===== config.mk =====
export PLATFORM = sky130hd
export DESIGN_NAME = led_display_scheduler_flat
export DESIGN_NICKNAME = d
export VERILOG_FILES = /design/src/rtl/led_display_scheduler_pkg.sv /design/src/rtl/led_display_scheduler_if.sv /design/src/rtl/led_display_scheduler_tick_gen.sv /design/src/rtl/led_display_scheduler.sv /design/src/flat_wrapper.sv
export SDC_FILE = /design/constraint.sdc
export NUM_CORES = 1
export LEC_CHECK = 0
export ABC_CLOCK_PERIOD_IN_PS = 5690
export CORE_MARGIN = 5
export CORE_UTILIZATION = 62
export DETAILED_ROUTE_END_ITERATION = 10
export PLACE_DENSITY_LB_ADDON = 0.12
export SYNTH_ARGS = -nofsm -noshare
export SYNTH_HDL_FRONTEND = slang
export SYNTH_SLANG_ARGS = --single-unit

===== constraint.sdc =====
create_clock -name clk -period 5.69 [get_ports clk]
set_input_delay 1.138 -clock clk [delete_from_list [all_inputs] [get_ports clk]]
set_output_delay 1.138 -clock clk [all_outputs]
set_load 0.01 [all_outputs]

===== src/rtl/led_display_scheduler_pkg.sv =====
// Shared types and constants for the LED display scheduler.
package led_pkg;

  localparam int unsigned LED_W  = 8;
  localparam int unsigned NOTE_W = 3;

  localparam logic [LED_W-1:0] LED_RESET = 8'h01;
  localparam logic             DIR_LEFT  = 1'b1;
  localparam logic             DIR_RIGHT = 1'b0;

  typedef enum logic [1:0] {
    CHASE  = 2'd0,
    SHOW   = 2'd1,
    RESUME = 2'd2
  } state_e;

  // Chaser position that is parked while a note is displayed
  typedef struct packed {
    logic [LED_W-1:0] led;
    logic             dir;
  } chase_pos_t;

  function automatic logic [LED_W-1:0] note_onehot(input logic [NOTE_W-1:0] code);
    return LED_W'(1) << code;
  endfunction

endpackage


===== src/rtl/led_display_scheduler_if.sv =====
// Note request valid/ready channel into the LED display scheduler.
interface led_display_scheduler_if;
  import led_pkg::*;

  logic              note_valid;
  logic [NOTE_W-1:0] note_code;
  logic              note_ready;

  modport master (output note_valid, output note_code, input note_ready);
  modport slave  (input note_valid, input note_code, output note_ready);

endinterface


===== src/rtl/led_display_scheduler_tick_gen.sv =====
// Display tick prescaler: one-cycle tick every TICK_DIV unpaused cycles.
module led_tick_gen #(
  parameter int unsigned TICK_DIV = 12_500_000
) (
  input  logic clk,
  input  logic rst,
  input  logic pause,
  output logic tick
);

  localparam int unsigned TICK_W = $clog2(TICK_DIV);
  localparam logic [TICK_W-1:0] TICK_LAST = TICK_W'(TICK_DIV - 1);

  if (TICK_DIV < 2) begin : g_bad_div
    $error("led_tick_gen: TICK_DIV must be >= 2");
  end

  logic [TICK_W-1:0] tick_cnt_q;
  logic [TICK_W-1:0] tick_cnt_d;

  assign tick = !pause && (tick_cnt_q == TICK_LAST);

  // Next count: hold while paused, wrap at the last value
  always_comb begin
    tick_cnt_d = tick_cnt_q;
    if (!pause) begin
      if (tick_cnt_q == TICK_LAST) tick_cnt_d = '0;
      else                         tick_cnt_d = tick_cnt_q + TICK_W'(1);
    end
  end

  // Prescaler register
  always_ff @(posedge clk) begin
    if (rst) tick_cnt_q <= '0;
    else     tick_cnt_q <= tick_cnt_d;
  end

endmodule


===== src/rtl/led_display_scheduler.sv =====
// LED bar owner: ping-pong chaser, preempted by note requests for HOLD_TICKS ticks.
// Optional build macro LED_SCHED_BLINK_EN: note LED blinks on every tick while shown.
module led_display_scheduler
  import led_pkg::*;
#(
  parameter int unsigned TICK_DIV   = 12_500_000,
  parameter int unsigned HOLD_TICKS = 4
) (
  input  logic                    clk,
  input  logic                    rst,
  input  logic                    pause,
  led_display_scheduler_if.slave  note,
  output logic                    showing,
  output logic [LED_W-1:0]        led
);

  localparam int unsigned HOLD_W = $clog2(HOLD_TICKS + 1);
  localparam logic [HOLD_W-1:0] HOLD_LOAD = HOLD_W'(HOLD_TICKS);

  if (HOLD_TICKS < 1) begin : g_bad_hold
    $error("led_display_scheduler: HOLD_TICKS must be >= 1");
  end

  logic tick;
  logic xfer;

  state_e            state_q,   state_d;
  logic [LED_W-1:0]  led_q,     led_d;
  logic              dir_q,     dir_d;
  chase_pos_t        saved_q,   saved_d;
  logic [HOLD_W-1:0] hold_q,    hold_d;
  logic              showing_q, showing_d;
`ifdef LED_SCHED_BLINK_EN
  logic [LED_W-1:0]  note_led_q, note_led_d;
`endif

  led_tick_gen #(.TICK_DIV(TICK_DIV)) u_tick_gen (
    .clk   (clk),
    .rst   (rst),
    .pause (pause),
    .tick  (tick)
  );

  assign note.note_ready = (state_q != RESUME);
  assign xfer            = note.note_valid && note.note_ready;
  assign led             = led_q;
  assign showing         = showing_q;

  // Next-state, chaser stepping, note capture and restore
  always_comb begin
    state_d = state_q;
    led_d   = led_q;
    dir_d   = dir_q;
    saved_d = saved_q;
    hold_d  = hold_q;
`ifdef LED_SCHED_BLINK_EN
    note_led_d = note_led_q;
`endif
    unique case (state_q)
      CHASE: begin
        if (xfer) begin
          saved_d = '{led: led_q, dir: dir_q};
          led_d   = note_onehot(note.note_code);
          hold_d  = HOLD_LOAD;
          state_d = SHOW;
`ifdef LED_SCHED_BLINK_EN
          note_led_d = note_onehot(note.note_code);
`endif
        end else if (tick) begin
          if (dir_q == DIR_LEFT) begin
            if (led_q[LED_W-1]) begin
              led_d = led_q >> 1;
              dir_d = DIR_RIGHT;
            end else begin
              led_d = led_q << 1;
            end
          end else begin
            if (led_q[0]) begin
              led_d = led_q << 1;
              dir_d = DIR_LEFT;
            end else begin
              led_d = led_q >> 1;
            end
          end
        end
      end
      SHOW: begin
        if (xfer) begin
          led_d  = note_onehot(note.note_code);
          hold_d = HOLD_LOAD;
`ifdef LED_SCHED_BLINK_EN
          note_led_d = note_onehot(note.note_code);
`endif
        end else if (tick) begin
          hold_d = hold_q - HOLD_W'(1);
          if (hold_q == HOLD_W'(1)) state_d = RESUME;
`ifdef LED_SCHED_BLINK_EN
          led_d = (led_q == '0) ? note_led_q : '0;
`endif
        end
      end
      RESUME: begin
        led_d   = saved_q.led;
        dir_d   = saved_q.dir;
        state_d = CHASE;
      end
      default: state_d = CHASE;
    endcase
    showing_d = (state_d == SHOW);
  end

  // State and output registers
  always_ff @(posedge clk) begin
    if (rst) begin
      state_q    <= CHASE;
      led_q      <= LED_RESET;
      dir_q      <= DIR_LEFT;
      saved_q    <= '{led: LED_RESET, dir: DIR_LEFT};
      hold_q     <= '0;
      showing_q  <= 1'b0;
`ifdef LED_SCHED_BLINK_EN
      note_led_q <= '0;
`endif
    end else begin
      state_q    <= state_d;
      led_q      <= led_d;
      dir_q      <= dir_d;
      saved_q    <= saved_d;
      hold_q     <= hold_d;
      showing_q  <= showing_d;
`ifdef LED_SCHED_BLINK_EN
      note_led_q <= note_led_d;
`endif
    end
  end

endmodule

===== src/flat_wrapper.sv =====
// flat-port wrapper written by rule: the top's interface ports become plain ports
module led_display_scheduler_flat import led_pkg::*;
#(
  parameter int unsigned TICK_DIV   = 12_500_000,
  parameter int unsigned HOLD_TICKS = 4
)
  (clk, rst, pause, showing, led, note_note_valid, note_note_code, note_note_ready);
  led_display_scheduler_if note_i ();
  input  logic clk;
  input  logic rst;
  input  logic pause;
  output logic showing;
  output logic [LED_W-1:0] led;
  input wire logic [$bits(note_i.note_valid)-1:0] note_note_valid;
  input wire logic [$bits(note_i.note_code)-1:0] note_note_code;
  output wire logic [$bits(note_i.note_ready)-1:0] note_note_ready;
  assign note_i.note_valid = note_note_valid;
  assign note_i.note_code = note_note_code;
  assign note_note_ready = note_i.note_ready;
  led_display_scheduler #(.TICK_DIV(TICK_DIV), .HOLD_TICKS(HOLD_TICKS)) u_core (.clk(clk), .rst(rst), .pause(pause), .note(note_i), .showing(showing), .led(led));
endmodule

### Yosys cells after proc, flatten, opt, wreduce, memory -nomap -nowiden

Cells that the tools add are included.

* register bits after elaboration: 48
* bits in latches: 0
* memory bits (writable): 0
* memory bits (read-only): 0
* output and inout port bits: 10
* word-level logic and storage cells: 57
* memories kept: 0

* add/subtract/negate cells: 2
* multipliers: 0
* divide/modulo/power cells: 0
* $lt $le $gt $ge: 0
* eq/ne operators: 12
* shift-type cells: 1
* muxes and demuxes: 23
* bitwise operators: 0
* reduce and logical (&&, ||, !) cells: 11

Operators by type and width (count)
* $mux 8: 6
* $add 24x1->24 const B: 1
* $eq 24x24->1 const B: 1
* $mux 24: 1
* $pmux 8 s3: 1
* $mux 3: 3
* $reduce_and 3->1: 3
* $mux 2: 4
* $shl 1x3->8 const A: 1
* $ne 2x1->1 const B: 3
* $ne 3x1->1 const B: 2
* $pmux 3 s2: 1
* $mux 1: 5
* $eq 2x1->1 const B: 2
* $ne 2x2->1 const B: 2
* $pmux 2 s2: 1
* $reduce_bool 2->1: 2
* $eq 3x1->1 const B: 1
* $reduce_bool 3->1: 1
* $sub 3x1->3 const B: 1
* $eq 2x2->1 const B: 1
* $logic_and 1x1->1: 2
* $logic_not 2->1: 1
* $pmux 1 s2: 1
* 2 further kinds: 2

### Depth between registers and ports, before layout

Gate-level depths: netlist of run 1.

* depth after elaboration: 6
* mapped depth: 8
* gate-level depth less buffers: 7

### Modules after synthesis

From an unflattened synthesis of run 1, not the netlist that was laid out.

* cell total of the unflattened synthesis: 328
* area total of the unflattened synthesis: 2645.0 µm²

By module, submodules not included
* led_display_scheduler: instances 1, cells an instance 192, area an instance 1473.9 µm², sequential area each 480.5 µm²
* led_tick_gen: instances 1, cells an instance 136, area an instance 1171.1 µm², sequential area each 480.5 µm²

### Least setup slack after synthesis of run 1

No wires, ideal clock.

* kind: input port to flip-flop
* from: input pause
* to: register u_core.u_tick_gen.tick_cnt_q[17]
* setup time: 0.116 ns
* data arrival time: 2.298 ns
* data required time: 5.574 ns
* path slack: 3.276 ns
* stages on the path: 5
* path through: nand4b_1 > nor4_1 > nand4_1 > xor2_1 > nor2_1

RTL lines
* start, declared: RTL line flat_wrapper.sv:11 `input logic pause;`
* end signal, assigned: RTL line led_display_scheduler_tick_gen.sv:35 `else tick_cnt_q <= tick_cnt_d;`
* end, declared: RTL line led_display_scheduler_tick_gen.sv:18 `logic [TICK_W-1:0] tick_cnt_q;`

==> flow_summary.json, run 1 <==
{
  "grt-ovfl-total": 0,
  "first_pass_iters": 4,
  "diodes": 0,
  "synth_fa_ha_area_share_pct": 3.17,
  "cts_setup_buffers": 0,
  "fin_skew_ns": 0.00751,
  "synth-compound-area-share_pct": 17.5,
  "cts_hold_buf": 0,
  "drc": 0,
  "synth_edf_count": 0,
  "synth.top_cells.by_area": "dfxtp_1 35%, nor2_1 5.3%, xor2_1 5.1%, nand3_1 4.5%, nand2_1 3.4%",
  "ant_nets": 0,
  "synth.area.mux_share_pct": 1.13,
  "wirelength_met1_mm": 2.69,
  "fin_ws_ns": 2.54,
  "cts_tree": "done",
  "dp_hpwl_mm": 4.24,
  "wl_per_cell_um": 15.9,
  "antenna_found_initial": 0,
  "finalSetupTns_ns": 0,
  "critPathMaxStageDelay_ns": 0.86,
  "wl_met3_um": 269,
  "cts_root_buffer": "clkbuf_8",
  "syn_avg_cell_area_um2": 8.54,
  "hold_class": "reg2reg",
  "grt_max_degree": 29,
  "slowest_stage": "nor4_1",
  "portBuffers": 16,
  "yosys.area_share.simple_pct": 30.1,
  "via_per_inst": 6.19,
  "rsz0062_at_grt": "no",
  "grt_pass1_vias": 2272,
  "r2r_end": "u_core.led[4]",
  "hold_start": "u_core.saved_q[6]",
  "status": "complete, no violations",
  "pin_count": 17,
  "min_path_cells": 2,
  "crit_family": "simple AND/OR/NAND/NOR gates",
  "synth_top_area_cell": "dfxtp_1",
  "ys_warn_count": 0,
  "synth_cells": 324,
  "clk-insertion-delay-late_ns": 0.30,
  "die_width_um": 76.8,
  "post-route-period-util_pct": 55.4,
  "power_density_nw_per_um2": 241,
  "ys_types": 68,
  "cp.arrival_ns": 3.31,
  "fmax_ghz": 0.317,
  "r2r-start": "u_core.state_q[0]",
  "crit_path_start_kind": "primary input",
  "drt-initial-drc-count": 164,
  "final_nets": 343,
  "post-route-min-period_ns": 3.15,
  "finalSetupViolations": 0,
  "start_util_pct": 63.5,
  "grt_pass1_wl_mm": 10.4,
  "htreeDepth": 2,
  "numCtsBuffers": 5,
  "numClockSinks": 48,
  "netlist.area_leader.share_pct": 34.7,
  "via_count": 2366,
  "worst_r2r_path_depth": 7,
  "async_reset_ff_share_pct": 0,
  "hold_viol_final": 0,
  "syn_area_um2": 2770,
  "clkSlewWorstSetupHoldPaths_ns": 0.09,
  "peakVddDrop_v": 0.000152,
  "synth_nets": 338,
  "cp-end-kind": "register",
  "power_leakage_nw": 1.05,
  "drt-total-wl_mm": 6.08,
  "grt_usage_pct": 20.6,
  "core_um2": 4350,
  "wl_met2_mm": 2.99,
  "area_growth_pct": 7.96,
  "worst_ep_required_time_ns": 5.85,
  "die_area_um2": 5900,
  "criticalPathCategory": "in2reg",
  "synth-xor-area-share_pct": 7.28,
  "hold_path_end": "u_core.saved_q[6]",
  "synth_flop_cell": "dfxtp_1",
  "row_count": 24,
  "cap_viol_max_count": 0,
  "rrSetupSlack_ns": 3.07,
  "layout-drive-gt1-share_pct": 8.18,
  "cp_max_fo": 5,
  "ys_seq_area_share_pct": 34.7,
  "gp_congestion": 0.916,
  "cts_resized": 0,
  "die_height_um": 76.8,
  "clk_path_buf_depth": 2,
  "synth-seq-cells": 48,
  "crit_buf_inv": 1,
  "dp_slack_ns": 2.24,
  "slew_viol_final": 0,
  "synth_top_family_by_area": "simple AND/OR/NAND/NOR gates",
  "slew_headroom_pct": 34.7,
  "crit_chain": "clkdlybuf4s50_1 -> nand4b_1 -> nor4_1 -> nand3_1 -> xor2_1 -> nor2_1",
  "highest_layer": "met4",
  "tightest_slew_ns": 0.977
}
==> layout by cell type (no fill, tap or decap), types with 2 or more instances in the layout <==
master	count
nand3_1	25
nor2_1	39
a21bo_2	3
xnor2_1	7
a211o_1	3
nand4_1	10
a31oi_1	4
ha_1	7
and4_1	2
o21ai_0	13
nand2b_1	4
inv_1	10
a32oi_1	3
xor2_1	16
o2111ai_1	2
a21oi_1	18
o31a_1	2
a221oi_1	2
nor4_1	5
and2_1	2
o32ai_1	2
nor4bb_1	2
clkdlybuf4s50_1	16
nor3_1	2
clkbuf_8	7
o311ai_0	2
mux2i_1	2
nor4_2	2
o221ai_1	2
dfxtp_1	48
o22ai_1	2
a21boi_0	2
nand4b_1	2
nor2b_1	4
nand2_1	25
and3_1	3
or4_1	2
==> kinds of logic after synthesis <==
group           count (synthesis)
simple gates                  145
compound gates                 70
flops                          48
buf+inv                        28
xor+xnor                       23
fa+ha+maj                       7
mux                             3
==> metal layers <==
layer / track usage [%] / vias up
met1: 24.9 / 1113
met4: 8.04 / 0
met2: 36.0 / 58
li1: - / 1181
met5: 0 / -
met3: 3.51 / 14
==> cell type report <==
type	count	area, um2
flip-flops and latches	48	961
fillers	380	1370
clock buffers	7	96.3
multi-input cells	248	1640
inverters	10	37.5
well taps	52	65.1
clock inverters	1	30.0
repair buffers	16	160
==> Yosys cell counts (3+ instances only) <==
cell type  instances
a211o_1            3
a21bo_2            3
a21oi_1           18
a31oi_1            4
a32oi_1            3
and3_1             3
clkbuf_1           8
clkbuf_8           5
dfxtp_1           48
ha_1               7
inv_1             10
nand2_1           25
nand2b_1           4
nand3_1           25
nand4_1           10
nor2_1            39
nor2b_1            4
nor4_1             5
o21ai_0           13
xnor2_1            7
xor2_1            16
==> metrics by stage <==
stage | hold slack (ns) | utilization, % | cells | power [mW] | area [um2]
global placement | 0.442 | 65.7 | 374 | 0.458 | 2860
finish | 0.460 | 68.6 | 382 | 0.720 | 2990
floorplan | 0.434 | - | 324 | 0.433 | 2770
detailed placement | 0.446 | 65.7 | 374 | 0.459 | 2860
global route | 0.480 | 68.6 | 382 | 0.753 | 2990
CTS | 0.460 | 68.6 | 382 | 0.725 | 2990
==> where the power goes <==
| part | internal, mW | switching [mW] | total [mW] |
|---|---|---|---|
| Combinational | 0.0403 | 0.0531 | 0.0934 |
| Clock | 0.155 | 0.113 | 0.268 |
| Sequential | 0.347 | 0.0122 | 0.359 |
| Total | 0.542 | 0.178 | 0.720 |
==> how the worst max path moves through the flow <==
stage	from	endpoint	slack (ns)	depth (start not counted)
after floorplan	pause	u_core.u_tick_gen.tick_cnt_q[17]	3.28	5
after global placement	pause	u_core.u_tick_gen.tick_cnt_q[21]	2.31	6
after detailed placement	pause	u_core.u_tick_gen.tick_cnt_q[9]	2.24	6
after CTS	pause	u_core.u_tick_gen.tick_cnt_q[9]	2.56	6
after global routing	pause	u_core.u_tick_gen.tick_cnt_q[22]	2.39	6
final	pause	u_core.u_tick_gen.tick_cnt_q[21]	2.54	6
==> flip-flops by register name, summed over array words and instances (netlist names) <==
signal and flops:
u_core.showing 1, u_core.state_q 2, u_core.hold_q 3, u_core.led 8, u_core.dir_q 1, u_core.saved_q 9, u_core.u_tick_gen.tick_cnt_q 24
==> tightest hold or removal path, delay by kind of cell, from the launching register on <==
family	cells	cell delay [ns]
DFF	1	0.32
and+or+nand+nor	1	0.05
AOI/OAI and AO/OA	1	0.05
Note: power is estimated with default switching activity, not from simulation.
==> run 2, diff against run 1 <==
ABC_CLOCK_PERIOD_IN_PS = 3100   (was 5690)
CORE_UTILIZATION = 59   (was 62)
clock period = 3.1 ns   (was 5.69 ns; I/O delays follow)
==> run 2 against run 1 <==
Flip-flop and latch count did not move. Combinational power is 93% higher. Utilization down 3.8 points. Largest cell class unchanged.
==> flow_summary.json, run 2 (synthesis gave the netlist of run 1 again) <==
{
  "drt-total-wl_mm": 6.32,
  "largest-register": "u_core.u_tick_gen.tick_cnt_q",
  "finish.utilization_pct": 64.8,
  "hold_viol_final": 0,
  "hold_class": "reg2reg",
  "crit_end": "note_note_ready",
  "cts_hold_buf": 0,
  "fin_skew_ns": 0.0151,
  "clkSlewWorstSetupHoldPaths_ns": 0.09,
  "finalSetupViolations": 0,
  "area_growth_pct": 8.50,
  "post-route-min-period_ns": 2.52,
  "row_count": 25,
  "cap_viol_max_count": 0,
  "final_nets": 349,
  "via_count": 2471,
  "fmax_ghz": 0.396,
  "cts_resized": 0,
  "r2r-start": "u_core.state_q[0]",
  "crit_path_start_kind": "register",
  "status": "complete, no violations",
  "cp.arrival_ns": 1.90,
  "grt_max_degree": 28,
  "layout_common_cells": "48 x dfxtp_1, 39 x nor2_1, 25 x nand3_1, 25 x nand2_1, 18 x a21oi_1",
  "slew_headroom_pct": 59.0,
  "worstSetupStartpoint": "u_core.state_q[0]",
  "worst_r2r_path_depth": 7,
  "criticalPathCategory": "reg2out",
  "grt_usage_pct": 21.8,
  "die_height_um": 78.5,
  "cp_max_fo": 13,
  "ant_nets": 0,
  "wl_per_cell_um": 16.2,
  "post-route-period-util_pct": 81.4,
  "die_width_um": 78.5,
  "grtUsageMet1_pct": 25.3,
  "largest_reg_flops": 24,
  "grt_busiest_layer": "met2",
  "tightest_slew_ns": 0.610,
  "antenna_found_initial": 0,
  "start_util_pct": 59.8,
  "diodes": 0,
  "finalSetupTns_ns": 0,
  "layout-drive-gt1-share_pct": 9.52,
  "clk-insertion-delay-late_ns": 0.30,
  "grtUsageMet2_pct": 37.8,
  "die_area_um2": 6160,
  "grt_pass1_wl_mm": 10.7,
  "use_met3_pct": 4.24,
  "cts_tree": "done",
  "rrSetupSlack_ns": 0.83,
  "power_density_nw_per_um2": 409,
  "gp_congestion": 0.924,
  "layout_commonest_cell": "dfxtp_1",
  "drc": 0,
  "numCtsBuffers": 5,
  "drt-initial-drc-count": 203,
  "rsz0062_at_grt": "no",
  "portBuffers": 16,
  "dp_hpwl_mm": 4.45,
  "grt-ovfl-total": 0,
  "grt_pass1_vias": 2347,
  "power_mw": 1.23,
  "pin_count": 17,
  "power_leakage_nw": 1.06,
  "slew_viol_final": 0,
  "worst_ep_required_time_ns": 2.48,
  "cp-end-kind": "output pin",
  "r2r_end": "u_core.showing",
  "peakVddDrop_v": 0.000226,
  "cts_setup_buffers": 0,
  "cts_root_buffer": "clkbuf_8",
  "first_pass_iters": 5,
  "clk_path_buf_depth": 2,
  "numClockSinks": 48,
  "via_per_inst": 6.34,
  "htreeDepth": 2,
  "core_um2": 4630
}
==> run 2: layout make-up <==
type	instances	area (um2)
clock buffers	7	86.3
clock inverters	1	7.51
fillers	422	1630
inverters	10	37.5
multi-input cells	248	1640
flip-flops and latches	48	961
well taps	54	67.6
repair buffers	22	205
==> run 2: critical path: stages, from the launching register on <==
cell and delay, ns:
dfxtp_1 0.35, inv_1 0.10, ha_1 0.48, inv_1 0.16, clkdlybuf4s50_1 0.51
==> run 2: worst min path at each step <==
stage | from | endpoint | slack (ns) | depth (start not counted)
after detailed placement | u_core.saved_q[5] | u_core.saved_q[5] | 0.46 | 2
after global routing | u_core.saved_q[4] | u_core.saved_q[4] | 0.48 | 2
final | u_core.saved_q[5] | u_core.saved_q[5] | 0.46 | 2
after global placement | u_core.saved_q[1] | u_core.saved_q[1] | 0.45 | 1
after CTS | u_core.saved_q[5] | u_core.saved_q[5] | 0.47 | 2
after floorplan | u_core.saved_q[6] | u_core.saved_q[6] | 0.43 | 2
==> run 2: per-layer routing <==
layer,part of all wire [%],wire (um)
met1,42,2660
met2,49,3120
met3,5.2,328
met4,3.5,219
met5,0,0
==> run 2: metrics by stage <==
stage | hold slack [ns] | instances | setup WS, ns | cell area, um2
finish | 0.463 | 390 | 0.578 | 3000
global route | 0.482 | 390 | 0.461 | 3000
CTS | 0.469 | 390 | 0.555 | 3000
detailed placement | 0.455 | 382 | 0.628 | 2910
global placement | 0.445 | 382 | 0.607 | 2910
floorplan | 0.434 | 324 | 1.20 | 2770
==> run 2: power by group <==
| group | leakage (nW) | switching (mW) | internal, mW |
|---|---|---|---|
| clock network | 0.0445 | 0.207 | 0.182 |
| logic | 0.624 | 0.101 | 0.0790 |
| registers | 0.390 | 0.0225 | 0.637 |
| total | 1.06 | 0.330 | 0.897 |
